`src/rtl/bowling_scorer.sv`:
```
// rtl/bowling_scorer.sv - bowling scoring engine: pin snapshots in, frame scores and running totals out
module bowling_scorer #(
    parameter int NUM_PLAYERS = 2,
    parameter int NUM_FRAMES  = 10,
    parameter int NUM_PINS    = 10,
    parameter int FRAME_W     = $clog2(3*NUM_PINS+1),
    parameter int SCORE_W     = $clog2(3*NUM_PINS*NUM_FRAMES+1),
    parameter int PLAYER_W    = (NUM_PLAYERS > 1) ? $clog2(NUM_PLAYERS) : 1,
    parameter int FRM_W       = $clog2(NUM_FRAMES),
    parameter int CNT_W       = $clog2(NUM_PINS+1)
) (
    input  logic                           clk_in,
    input  logic                           rst_in,
    input  logic                           valid_in,
    input  logic [NUM_PINS-1:0]            pin_hit,
    output logic [PLAYER_W-1:0]            player,
    output logic [FRM_W-1:0]               frame,
    output logic [1:0]                     roll,
    output logic [CNT_W-1:0]               roll_count_out,
    output logic                           roll_valid_out,
    output logic                           err_out,
    output logic                           rack_reset_out,
    output logic                           game_over,
    input  logic [PLAYER_W-1:0]            rd_player,
    input  logic [FRM_W-1:0]               rd_frame,
    output logic [FRAME_W-1:0]             rd_score,
    output logic                           rd_final,
    output logic [NUM_PLAYERS*SCORE_W-1:0] total_out
);

    typedef enum logic {
        ST_PLAY = 1'b0,
        ST_OVER = 1'b1
    } state_t;

    localparam logic [PLAYER_W-1:0] LAST_PLAYER = PLAYER_W'(NUM_PLAYERS-1);
    localparam logic [FRM_W-1:0]    LAST_FRAME  = FRM_W'(NUM_FRAMES-1);

    state_t                r_state, w_state_nxt;
    logic [NUM_PINS-1:0]   r_rack_down, w_rack_nxt;
    logic [PLAYER_W-1:0]   r_player, w_player_nxt;
    logic [FRM_W-1:0]      r_frame, w_frame_nxt;
    logic [1:0]            r_roll, w_roll_nxt;
    logic [FRAME_W-1:0]    r_score [NUM_PLAYERS][NUM_FRAMES];
    logic [FRAME_W-1:0]    w_score_nxt [NUM_PLAYERS][NUM_FRAMES];
    logic [1:0]            r_pend [NUM_PLAYERS][NUM_FRAMES];
    logic [1:0]            w_pend_nxt [NUM_PLAYERS][NUM_FRAMES];
    logic [SCORE_W-1:0]    r_total [NUM_PLAYERS];
    logic [SCORE_W-1:0]    w_total_nxt [NUM_PLAYERS];
    logic [CNT_W-1:0]      r_roll_count;
    logic                  r_roll_valid, r_err, r_rack_reset;
    logic [FRAME_W-1:0]    r_rd_score;
    logic                  r_rd_final;

    logic [NUM_PINS-1:0]   w_new;
    logic                  w_bad;
    logic [CNT_W-1:0]      w_n;
    logic [FRAME_W-1:0]    w_add;
    logic [FRAME_W-1:0]    w_sum;
    logic [SCORE_W-1:0]    w_tot_add;
    logic                  w_last;
    logic                  w_accept, w_err, w_rack_rst, w_frame_end;
    logic [FRM_W:0]        w_rd_cur_frame;
    logic                  w_rd_final;

    // Only pins still standing in the rack count; a pin reported up that was already down is illegal.
    always_comb begin
        w_new = pin_hit & ~r_rack_down;
        w_bad = |(~pin_hit & r_rack_down);
        w_n   = '0;
        for (int i = 0; i < NUM_PINS; i++) begin
            w_n = w_n + CNT_W'(w_new[i]);
        end
        w_add  = FRAME_W'(w_n);
        w_sum  = r_score[r_player][r_frame] + w_add;
        w_last = (r_frame == LAST_FRAME);
    end

    always_comb begin
        w_state_nxt  = r_state;
        w_rack_nxt   = r_rack_down;
        w_player_nxt = r_player;
        w_frame_nxt  = r_frame;
        w_roll_nxt   = r_roll;
        w_score_nxt  = r_score;
        w_pend_nxt   = r_pend;
        w_total_nxt  = r_total;
        w_tot_add    = SCORE_W'(w_n);
        w_accept     = 1'b0;
        w_err        = 1'b0;
        w_rack_rst   = 1'b0;
        w_frame_end  = 1'b0;

        if (valid_in && r_state == ST_PLAY) begin
            if (w_bad) begin
                w_err = 1'b1;
            end else begin
                w_accept   = 1'b1;
                w_rack_nxt = pin_hit;
                for (int f = 0; f < NUM_FRAMES; f++) begin
                    if (r_pend[r_player][f] != 2'd0) begin
                        w_score_nxt[r_player][f] = r_score[r_player][f] + w_add;
                        w_pend_nxt[r_player][f]  = r_pend[r_player][f] - 2'd1;
                        w_tot_add                = w_tot_add + SCORE_W'(w_n);
                    end
                end
                w_score_nxt[r_player][r_frame] = w_sum;
                w_total_nxt[r_player]          = r_total[r_player] + w_tot_add;

                if (!w_last) begin
                    if (r_roll == 2'd0) begin
                        if (w_n == CNT_W'(NUM_PINS)) begin
                            w_pend_nxt[r_player][r_frame] = 2'd2;
                            w_frame_end                   = 1'b1;
                        end else begin
                            w_roll_nxt = 2'd1;
                        end
                    end else begin
                        if (w_sum == FRAME_W'(NUM_PINS)) begin
                            w_pend_nxt[r_player][r_frame] = 2'd1;
                        end
                        w_frame_end = 1'b1;
                    end
                end else begin
                    // Fill balls: the last frame only re-racks, it never leaves bonuses pending.
                    case (r_roll)
                        2'd0: begin
                            if (w_n == CNT_W'(NUM_PINS)) begin
                                w_rack_rst = 1'b1;
                                w_rack_nxt = '0;
                            end
                            w_roll_nxt = 2'd1;
                        end
                        2'd1: begin
                            if (w_sum >= FRAME_W'(NUM_PINS)) begin
                                w_rack_rst = 1'b1;
                                w_rack_nxt = '0;
                                w_roll_nxt = 2'd2;
                            end else begin
                                w_frame_end = 1'b1;
                            end
                        end
                        default: w_frame_end = 1'b1;
                    endcase
                end

                if (w_frame_end) begin
                    w_rack_rst = 1'b1;
                    w_rack_nxt = '0;
                    w_roll_nxt = 2'd0;
                    if (r_player == LAST_PLAYER) begin
                        w_player_nxt = '0;
                        if (w_last) begin
                            w_state_nxt = ST_OVER;
                        end else begin
                            w_frame_nxt = r_frame + 1'b1;
                        end
                    end else begin
                        w_player_nxt = r_player + 1'b1;
                    end
                end
            end
        end
    end

    // Players ahead of the bowler in rotation have already finished the bowler's frame.
    always_comb begin
        w_rd_cur_frame = {1'b0, w_frame_nxt} + (FRM_W+1)'(rd_player < w_player_nxt);
        w_rd_final     = (({1'b0, rd_frame} < w_rd_cur_frame) || (w_state_nxt == ST_OVER))
                         && (w_pend_nxt[rd_player][rd_frame] == 2'd0);
    end

    always_ff @(posedge clk_in) begin
        if (rst_in) begin
            r_state      <= ST_PLAY;
            r_rack_down  <= '0;
            r_player     <= '0;
            r_frame      <= '0;
            r_roll       <= '0;
            r_roll_count <= '0;
            r_roll_valid <= 1'b0;
            r_err        <= 1'b0;
            r_rack_reset <= 1'b0;
            r_rd_score   <= '0;
            r_rd_final   <= 1'b0;
            for (int p = 0; p < NUM_PLAYERS; p++) begin
                r_total[p] <= '0;
                for (int f = 0; f < NUM_FRAMES; f++) begin
                    r_score[p][f] <= '0;
                    r_pend[p][f]  <= '0;
                end
            end
        end else begin
            r_state      <= w_state_nxt;
            r_rack_down  <= w_rack_nxt;
            r_player     <= w_player_nxt;
            r_frame      <= w_frame_nxt;
            r_roll       <= w_roll_nxt;
            r_score      <= w_score_nxt;
            r_pend       <= w_pend_nxt;
            r_total      <= w_total_nxt;
            r_roll_valid <= w_accept;
            r_err        <= w_err;
            r_rack_reset <= w_rack_rst;
            r_rd_score   <= w_score_nxt[rd_player][rd_frame];
            r_rd_final   <= w_rd_final;
            if (w_accept) begin
                r_roll_count <= w_n;
            end
        end
    end

    always_comb begin
        for (int p = 0; p < NUM_PLAYERS; p++) begin
            total_out[p*SCORE_W +: SCORE_W] = r_total[p];
        end
    end

    assign player         = r_player;
    assign frame          = r_frame;
    assign roll           = r_roll;
    assign roll_count_out = r_roll_count;
    assign roll_valid_out = r_roll_valid;
    assign err_out        = r_err;
    assign rack_reset_out = r_rack_reset;
    assign game_over      = (r_state == ST_OVER);
    assign rd_score       = r_rd_score;
    assign rd_final       = r_rd_final;

endmodule

```
`config.mk`:
```
export PLATFORM = sky130hd
export DESIGN_NAME = bowling_scorer
export DESIGN_NICKNAME = d
export VERILOG_FILES = /design/src/rtl/bowling_scorer.sv
export SDC_FILE = /design/constraint.sdc
export NUM_CORES = 1
export LEC_CHECK = 0
export BUFFER_PORTS_ARGS = -buffer_cell sky130_fd_sc_hd__buf_2
export CAP_MARGIN = 30
export CORE_MARGIN = 2
export CORE_UTILIZATION = 54
export DETAILED_ROUTE_END_ITERATION = 16
export PLACE_DENSITY = 0.82
export SYNTH_ARGS = -nofsm -noshare
export SYNTH_HDL_FRONTEND = slang
export SYNTH_SLANG_ARGS = --single-unit
```
`constraint.sdc`:
```
create_clock -name clk_in -period 22 [get_ports clk_in]
set_input_delay 4.4 -clock clk_in [delete_from_list [all_inputs] [get_ports clk_in]]
set_output_delay 4.4 -clock clk_in [all_outputs]
set_load 0.02 [all_outputs]
```
After elaboration in Yosys (flattened, before gate mapping)
Cells that the tools add are included.

storage, ports and cells
  flip-flop bits (word level) = 189
  input port bits = 18

operators by class
  $add $sub $neg = 44
  $lt $le $gt $ge = 9
  equality and inequality tests = 6
  multiplexer cells = 233
  bitwise gates (word level) = 17
  reduce and logical (&&, ||, !) cells = 24

operator list
  cell              number
  $mux W100         32
  $mux W40          37
  $bwmux W100       11
  $demux W50 S1     11
  $bwmux W40        10
  $mux W50          8
  $mux W9           33
  $demux W20 S1     11
  $mux W20          9
  $add A9 B4 Y9     9
  $mux W10          6
  $add A5 B4 Y5     11
  $mux W45          1
  $and A20 B20 Y20  2
  $bmux W5 S4       2
  $not A20 Y20      2
  $or A20 B20 Y20   2
  $mux W35          1
  $mux W5           7
  $mux W30          1
  $mux W25          1
  $add A4 B1 Y4     6
  $mux W4           6
  $mux W1           21
  other kinds (52)  93

Logic depth before layout (Yosys ltp)
Gate-level depths: netlist (run 1).

  depth in word-level cells = 61
  depth in mapped cells = 61

Least setup slack after synthesis (run 1)
OpenSTA, ideal clock, no wires.

  kind = input to register
  from = input pin_hit[9]
  to = register r_total (netlist bit total_out[8])
  arrival = 16.741 ns
  path slack = 5.126 ns
  cell stages on the path = 46
  buffers on the path = 2
  path through = nor2b_1 -> fa_1 -> inv_1 -> fa_1 -> inv_1 -> fa_1 -> ha_1 -> xor2_2 -> clkbuf_1 -> clkbuf_1 -> and2_1 -> nor3_1 -> ha_1 -> mux2_2 -> fa_1 -> mux2_2 -> fa_1 -> mux2_2 -> [... 10 more ...] -> ha_1 -> a21o_1 -> a21oi_1 -> xnor2_1 -> mux2_2 -> ha_1 -> inv_1 -> nor2_1 -> nor2_1 -> o21bai_1 -> a21oi_1 -> nor2b_1 -> o21ai_0 -> nand2b_1 -> xnor2_1 -> xor2_1 -> nor4_1 -> nor4_1

on the way
  longest elaborated chain between the ends = 44
  elaborated cells on any way between the ends = 49

ends and longest elaborated chain
  item                  line  source
  start, declared       15    input logic [NUM_PINS-1:0] pin_hit,
  $and A10 B10 Y10      68    w_new = pin_hit & ~r_rack_down;
  $add A4 B1 Y4         72    w_n = w_n + CNT_W'(w_new[i]);
  $add A4 B4 Y5         104   w_tot_add = w_tot_add + SCORE_W'(w_n);
  $mux W5               101   if (r_pend[r_player][f] != 2'd0) begin
  $mux W9               95    if (w_bad) begin
  $mux W9               94    if (valid_in && r_state == ST_PLAY) begin
  $add A9 B4 Y9         104
  $mux W9               101
  [... 28 more ...]     -
  $mux W9               95
  $mux W9               94
  $add A9 B4 Y9         104
  $mux W9               101
  $mux W9               95
  $mux W9               94
  $add A9 B9 Y9         108   w_total_nxt[r_player] = r_total[r_player] + w_tot_add;
  $bwmux W18            108
  end signal, assigned  201   r_total <= w_total_nxt;
  end, declared         48    logic [SCORE_W-1:0] r_total [NUM_PLAYERS];

Parallel ways exist; a longest one is shown, timed or not. The select of a mux whose other input is x is not followed.
A chain may end at the register's enable or synchronous reset.

Worst setup path after layout (run 1)
Ends and elaborated chain as after synthesis.

==> results of run 1 <==
sequential cells by signal (all words and copies together) (netlist names):
name            flops
roll                2
r_pend             40
r_score           100
roll_valid_out      1
total_out          18
err_out             1
rd_score            5
player              1
r_rack_down        10
rack_reset_out      1
frame               4
game_over           1
rd_final            1
roll_count_out      4
kinds of logic (layout without fill, tap and decap cells):
family          Yosys count  in the layout
simple gates            709            709
flops                   189            189
xor+xnor                 97             97
mux                     169            169
buf+inv                 169            162
fa+ha+maj               130            130
other cells               0              1
compound gates          533            533
worst min-delay path by stage:
stage | from | to | slack (ns) | cells past startpoint
after floorplan | r_pend[23]$_SDFF_PP0_ | r_pend[23]$_SDFF_PP0_ | 0.47 | 2
after global placement | roll_count_out[0]$_SDFFE_PP0P_ | roll_count_out[0]$_SDFFE_PP0P_ | 0.44 | 2
after detailed placement | total_out[1]$_SDFFE_PP0P_ | total_out[1]$_SDFFE_PP0P_ | 0.46 | 2
after CTS | total_out[1]$_SDFFE_PP0P_ | total_out[1]$_SDFFE_PP0P_ | 0.47 | 2
after global routing | total_out[1]$_SDFFE_PP0P_ | total_out[1]$_SDFFE_PP0P_ | 0.49 | 2
final | total_out[0]$_SDFFE_PP0P_ | total_out[0]$_SDFFE_PP0P_ | 0.47 | 2
cells in the final DEF, fill, tap and decap left out, types with 14 or more instances in the layout:
cell type  count
o21ai_0       77
and3_1        14
xnor2_1       59
nand3_1       35
nor2b_1       86
a21oi_1      201
o22ai_1       58
mux2_2        77
buf_4         25
ha_1         109
a21o_1        30
o221ai_1      18
and2_1        16
nor2_1       259
xor2_1        33
a211oi_1      18
o21bai_1      14
fa_1          17
dfxtp_1      188
inv_1         47
or2_2         14
a22oi_1       37
mux4_2        34
nand2b_1      28
clkbuf_16     17
buf_2         55
nand2_1      155
mux2i_1       58
nor3_1        50
cells in the mapped netlist, drive strengths merged (28+ instances only):
cell      n
a22oi    37
buf      29
nor3     51
nand2   155
o21ai    79
mux2i    58
inv      49
clkbuf   91
o22ai    58
xnor2    60
mux4     34
nor2    260
xor2     34
nand3    35
a21oi   202
ha      109
a21o     30
nand2b   28
dfxtp   189
nor2b    86
mux2     77
metal layers:
metal	vias up	wire, um
met3	255	5710
li1	7189	-
met5	-	0
met2	1030	23000
met1	7492	19500
met4	0	3620
worst max-delay path: cells and delay by family:
family / cells / cell delay, ns
fa+ha+maj: 13 / 5.39
mux: 8 / 2.42
buf+inv: 6 / 1.32
xor+xnor: 7 / 1.21
simple gates: 9 / 1.17
compound gates: 6 / 1.17
per-stage QoR:
step	hold WS (ns)	util	area [um^2]
CTS	0.469	0.591	17100
global placement	0.444	0.570	16500
detailed placement	0.458	0.570	16500
floorplan	0.467	-	16000
global route	0.492	0.591	17100
finish	0.473	0.591	17100
area by class of cell:
class / instances / area (um^2)
flip-flops and latches: 189 / 3790
repair buffers: 81 / 474
multi-input cells: 1638 / 11600
well taps: 384 / 480
fillers: 2477 / 11800
diodes: 1 / 2.50
clock inverters: 15 / 168
inverters: 49 / 184
clock buffers: 17 / 425
==> load_flow_metrics.sql, run 1 <==
INSERT INTO impl_metrics (metric_group, metric, value, unit) VALUES
('status', 'run_status', 'finished clean', ''),
('detailed_routing', 'wire_per_inst', '21.8', 'um'),
('worst_setup_path', 'path_max_fanout', '43', ''),
('worst_setup_path', 'worst-setup-path-type', 'in2reg', ''),
('synthesis', 'synth-compound-area-share', '0.208', ''),
('detailed_routing', 'drt-total-wl', '51800', 'um'),
('worst_setup_path', 'worstRegToRegCells', '48', ''),
('clocking', 'htree_num_levels', '4', ''),
('floorplan', 'area_of_the_die', '31000', 'um^2'),
('clocking', 'ctsLongestPathBuffers', '2', ''),
('detailed_routing', 'routed-via-count', '16000', ''),
('synthesis', 'ys_ff_latch', '189', ''),
('clocking', 'cts_buffers', '17', ''),
('sta', 'maxClockFrequency', '0.0595', 'GHz'),
('clocking', 'cts_tree', 'built', ''),
('grt', 'grt_overflow', '0', ''),
('grt', 'grt_use_met2', '0.527', ''),
('sta', 'rsz_0062_raised_after_global_routing', 'false', ''),
('sta', 'maxSlewHeadroom', '0.310', ''),
('worst_setup_path', 'critPathRequiredTime', '22.31', 'ns'),
('worst_setup_path', 'crit_path_end_kind', 'register', ''),
('finish', 'fin_nets', '2120', ''),
('sta', 'setup_total_negative_slack', '0', 'ns'),
('worst_setup_path', 'crit_top_cell', 'mux2_2', ''),
('worst_setup_path', 'slowest_cell_delay_on_critical_path', '0.69', 'ns'),
('sta', 'final.setup.worst_slack', '5.18', 'ns'),
('synthesis', 'syn_nets', '2140', ''),
('grt', 'use_met1', '0.405', ''),
('placement', 'port-buffer-count', '56', ''),
('synthesis', 'synthAdderAreaFrac', '0.109', ''),
('clocking', 'clock_latency', '0.46', 'ns'),
('sta', 'final.period_utilization', '0.764', ''),
('flow_run', 'drv_cap', '0', ''),
('synthesis', 'yosys_warnings', '0', ''),
('worst_setup_path', 'worstSetupEndpoint', 'total_out[8]$_SDFFE_PP0P_', ''),
('synthesis', 'yosysTopAreaCell', 'dfxtp_1', ''),
('sta', 'max_slew.worst_pin.slew', '1.03', 'ns'),
('clocking', 'cts-resized-gates', '0', ''),
('worst_setup_path', 'slowest_stage', 'inv_1', ''),
('detailed_routing', 'drc', '0', ''),
('clocking', 'clk_pin_slew_worst_paths', '0.08', 'ns'),
('detailed_routing', 'via_per_inst', '6.73', ''),
('detailed_routing', 'drt-initial-drc-count', '1911', ''),
('grt', 'grt_util_all_layers', '0.331', ''),
('synthesis', 'synth_largest_type_area_fraction', '0.237', ''),
('synthesis', 'synthFlopType', 'dfxtp_1', ''),
('grt', 'grt_pass1_wl', '81300', 'um'),
('synthesis', 'ys_seq_area_frac', '0.237', ''),
('worst_setup_path', 'critical_path.reg2reg.endpoint', 'total_out[8]$_SDFFE_PP0P_', ''),
('synthesis', 'synth.cell_area', '16000', 'um^2'),
('floorplan', 'floorplan.initialDensity', '0.552', ''),
('placement', 'placement.setup.worst_slack', '4.91', 'ns'),
('synthesis', 'synthDistinctLibCells', '81', ''),
('sta', 'final-setup-viol-count', '0', ''),
('worst_setup_path', 'worst_ep_arrival_time', '17.13', 'ns'),
('synthesis', 'count_of_flip_flops_with_a_built_in_enable_after_synthesis', '0', ''),
('floorplan', 'boundaryPins', '57', ''),
('placement', 'placed_cells', '2341', ''),
('synthesis', 'post_synth_main_area_contributors', 'dfxtp_1 24%, ha_1 8.5%, a21oi_1 6.3%', ''),
('synthesis', 'synth.area.mux_share', '0.139', ''),
('synthesis', 'synthXorXnorAreaFrac', '0.0564', ''),
('floorplan', 'placeableCoreArea', '28900', 'um^2'),
('finish', 'post_layout_nonfiller_instances', '2374', ''),
('sta', 'report.final.hold_viol_count', '0', ''),
('synthesis', 'synthesis.instances', '1996', ''),
('clocking', 'tritoncts_num_sinks', '189', ''),
('worst_setup_path', 'regToRegStartpoint', 'r_rack_down[9]$_SDFFE_PP0P_', ''),
('synthesis', 'synth_async_sr_flop_share', '0', ''),
('placement', 'gp_congestion', '0.999', ''),
('grt', 'grt_busiest_layer', 'met2', ''),
('detailed_routing', 'final_antenna_net_count', '0', '');
Power of run 1 is not shown: default switching activity piles up to over one toggle a cycle in this logic, so the estimate is an artifact.
==> run 2, diff against run 1 <==
==> constraint.sdc (replaced) <==
create_clock -name clk_in -period 16.8 [get_ports clk_in]
set_input_delay 3.36 -clock clk_in [delete_from_list [all_inputs] [get_ports clk_in]]
set_output_delay 3.36 -clock clk_in [all_outputs]
set_load 0.02 [all_outputs]
==> load_flow_metrics.sql, run 2 (synthesis results as in run 1) <==
INSERT INTO impl_metrics (metric_group, metric, value, unit) VALUES
('grt', 'vias_in_the_first_global_route', '15500', ''),
('clocking', 'cts_buffers', '17', ''),
('placement', 'placed_cells', '2342', ''),
('detailed_routing', 'via_per_inst', '6.78', ''),
('detailed_routing', 'drt-total-wl', '52600', 'um'),
('floorplan', 'placeableCoreArea', '28900', 'um^2'),
('worst_setup_path', 'critical_path.startpoint_type', 'input pin', ''),
('detailed_routing', 'drt-initial-drc-count', '2148', ''),
('worst_setup_path', 'crit_path_end_kind', 'register', ''),
('clocking', 'clk_pin_slew_worst_paths', '0.08', 'ns'),
('sta', 'final.setup.worst_slack', '1.22', 'ns'),
('sta', 'setup_total_negative_slack', '0', 'ns'),
('worst_setup_path', 'worst_ep_arrival_time', '15.94', 'ns'),
('placement', 'place.detailed.hpwl', '36600', 'um'),
('sta', 'timing.clock.skew', '0.0200', 'ns'),
('floorplan', 'rows', '62', ''),
('detailed_routing', 'drc', '0', ''),
('worst_setup_path', 'worstSetupEndpoint', 'total_out[8]$_SDFFE_PP0P_', ''),
('floorplan', 'floorplan.initialDensity', '0.552', ''),
('detailed_routing', 'routed-via-count', '16100', ''),
('placement', 'port-buffer-count', '56', ''),
('worst_setup_path', 'worstRegToRegCells', '54', ''),
('worst_setup_path', 'worst-r2r-setup-slack', '3.96', 'ns'),
('sta', 'maxClockFrequency', '0.0642', 'GHz'),
('clocking', 'cts_root_buffer', 'clkbuf_16', ''),
('worst_setup_path', 'critical_path_cell_count', '55', ''),
('sta', 'report.final.hold_viol_count', '0', ''),
('detailed_routing', 'final_antenna_net_count', '0', ''),
('worst_setup_path', 'critPathRequiredTime', '17.16', 'ns'),
('placement', 'gp_congestion', '1.02', ''),
('worst_setup_path', 'critical_path.reg2reg.endpoint', 'total_out[8]$_SDFFE_PP0P_', ''),
('grt', 'grt_util_all_layers', '0.338', ''),
('clocking', 'clock_latency', '0.46', 'ns'),
('clocking', 'hold_buffers', '0', ''),
('sta', 'maxSlewHeadroom', '0.263', ''),
('sta', 'max_slew.worst_pin.slew', '1.10', 'ns'),
('status', 'run_status', 'finished clean', ''),
('sta', 'rsz_0062_raised_after_global_routing', 'false', ''),
('worst_hold_path', 'hold_path.class', 'reg2reg', ''),
('worst_setup_path', 'path_max_fanout', '21', ''),
('floorplan', 'die_width', '176', 'um'),
('clocking', 'tritoncts_num_sinks', '189', ''),
('placement', 'detailed_place.area', '16500', 'um^2'),
('worst_setup_path', 'slowest_cell_delay_on_critical_path', '0.60', 'ns'),
('finish', 'post-route-cell-area', '17100', 'um^2'),
('finish', 'post_layout_nonfiller_instances', '2375', ''),
('clocking', 'htree_num_levels', '4', ''),
('clocking', 'cts-resized-gates', '0', ''),
('grt', 'grt_overflow', '0', ''),
('floorplan', 'area_of_the_die', '31000', 'um^2'),
('worst_setup_path', 'crit_top_cell', 'ha_1', ''),
('clocking', 'cts_setup_buffers', '0', ''),
('clocking', 'cts_tree', 'built', ''),
('sta', 'final-setup-viol-count', '0', ''),
('sta', 'slew_viol_final', '0', ''),
('finish', 'syn_to_final_growth', '7.31', '%'),
('finish', 'regMostFlops', 'r_score', ''),
('grt', 'antenna_found_initial', '2', ''),
('grt', 'grt_pass1_wl', '83100', 'um'),
('placement', 'placement.setup.worst_slack', '0.887', 'ns'),
('finish', 'final_cell_mix', '259 x nor2_1, 201 x a21oi_1, 188 x dfxtp_1', ''),
('worst_setup_path', 'slowest_stage', 'a21oi_1', ''),
('sta', 'timing.final.crit_period', '15.58', 'ns'),
('worst_setup_path', 'worst-setup-path-type', 'in2reg', ''),
('finish', 'fin_nets', '2121', ''),
('finish', 'largest_register_ffs', '100', ''),
('detailed_routing', 'wire_per_inst', '22.2', 'um'),
('worst_setup_path', 'cp_num_buf_inv', '6', ''),
('floorplan', 'boundaryPins', '57', ''),
('worst_setup_path', 'regToRegStartpoint', 'r_rack_down[9]$_SDFFE_PP0P_', ''),
('flow_run', 'drv_cap', '0', ''),
('worst_setup_path', 'critPathTopFamily', 'adder cells', ''),
('floorplan', 'die_h', '176', 'um'),
('finish', 'post_route_cells_drive_above_1_share', '0.130', ''),
('grt', 'largest_net_degree_at_the_start_of_global_routing', '89', ''),
('detailed_routing', 'detailedRoute.firstPassIterationCount', '8', ''),
('sta', 'final.period_utilization', '0.927', ''),
('finish', 'leading_cell_type_in_the_layout_fill_and_taps_excluded', 'nor2_1', ''),
('clocking', 'ctsLongestPathBuffers', '2', ''),
('worst_setup_path', 'crit_start', 'pin_hit[9]', '');
## run 2: worst min-delay path by stage
stage                                     end                           start  cells past startpoint  slack, ns
6_report       roll_count_out[0]$_SDFFE_PP0P_  roll_count_out[0]$_SDFFE_PP0P_                      2       0.47
5_1_grt        roll_count_out[0]$_SDFFE_PP0P_  roll_count_out[0]$_SDFFE_PP0P_                      2       0.49
4_1_cts        roll_count_out[0]$_SDFFE_PP0P_  roll_count_out[0]$_SDFFE_PP0P_                      2       0.47
3_5_place_dp   roll_count_out[0]$_SDFFE_PP0P_  roll_count_out[0]$_SDFFE_PP0P_                      2       0.46
3_3_place_gp   roll_count_out[0]$_SDFFE_PP0P_  roll_count_out[0]$_SDFFE_PP0P_                      2       0.44
2_1_floorplan           r_pend[23]$_SDFF_PP0_           r_pend[23]$_SDFF_PP0_                      2       0.47
## run 2: area by class of cell
class	instances	area (um^2)
Multi-Input combinational cell	1638	11600
Clock inverter	15	199
Inverter	49	184
Antenna cell	1	2.50
Timing Repair Buffer	82	502
Clock buffer	17	425
Fill cell	2468	11800
Sequential cell	189	3790
Tap cell	384	480
## run 2: worst min-delay path, cell delays in order (launching register included)
cell and delay (ns):
dfxtp_1 0.31, nand2_1 0.06, a21oi_1 0.06
## run 2: per-stage QoR
step | utilization | hold slack (ns)
finish | 0.593 | 0.468
global route | 0.593 | 0.494
CTS | 0.593 | 0.469
detailed placement | 0.571 | 0.458
global placement | 0.570 | 0.444
floorplan | - | 0.467
## run 2: per-layer routing
metal | vias up | wire length [um] | global-route usage
li1 | 7195 | - | -
met1 | 7526 | 19700 | 0.413
met2 | 1100 | 22700 | 0.521
met3 | 284 | 6500 | 0.0982
met4 | 0 | 3730 | 0.218
met5 | - | 0 | 0
Power of run 2 is left out for the same reason.
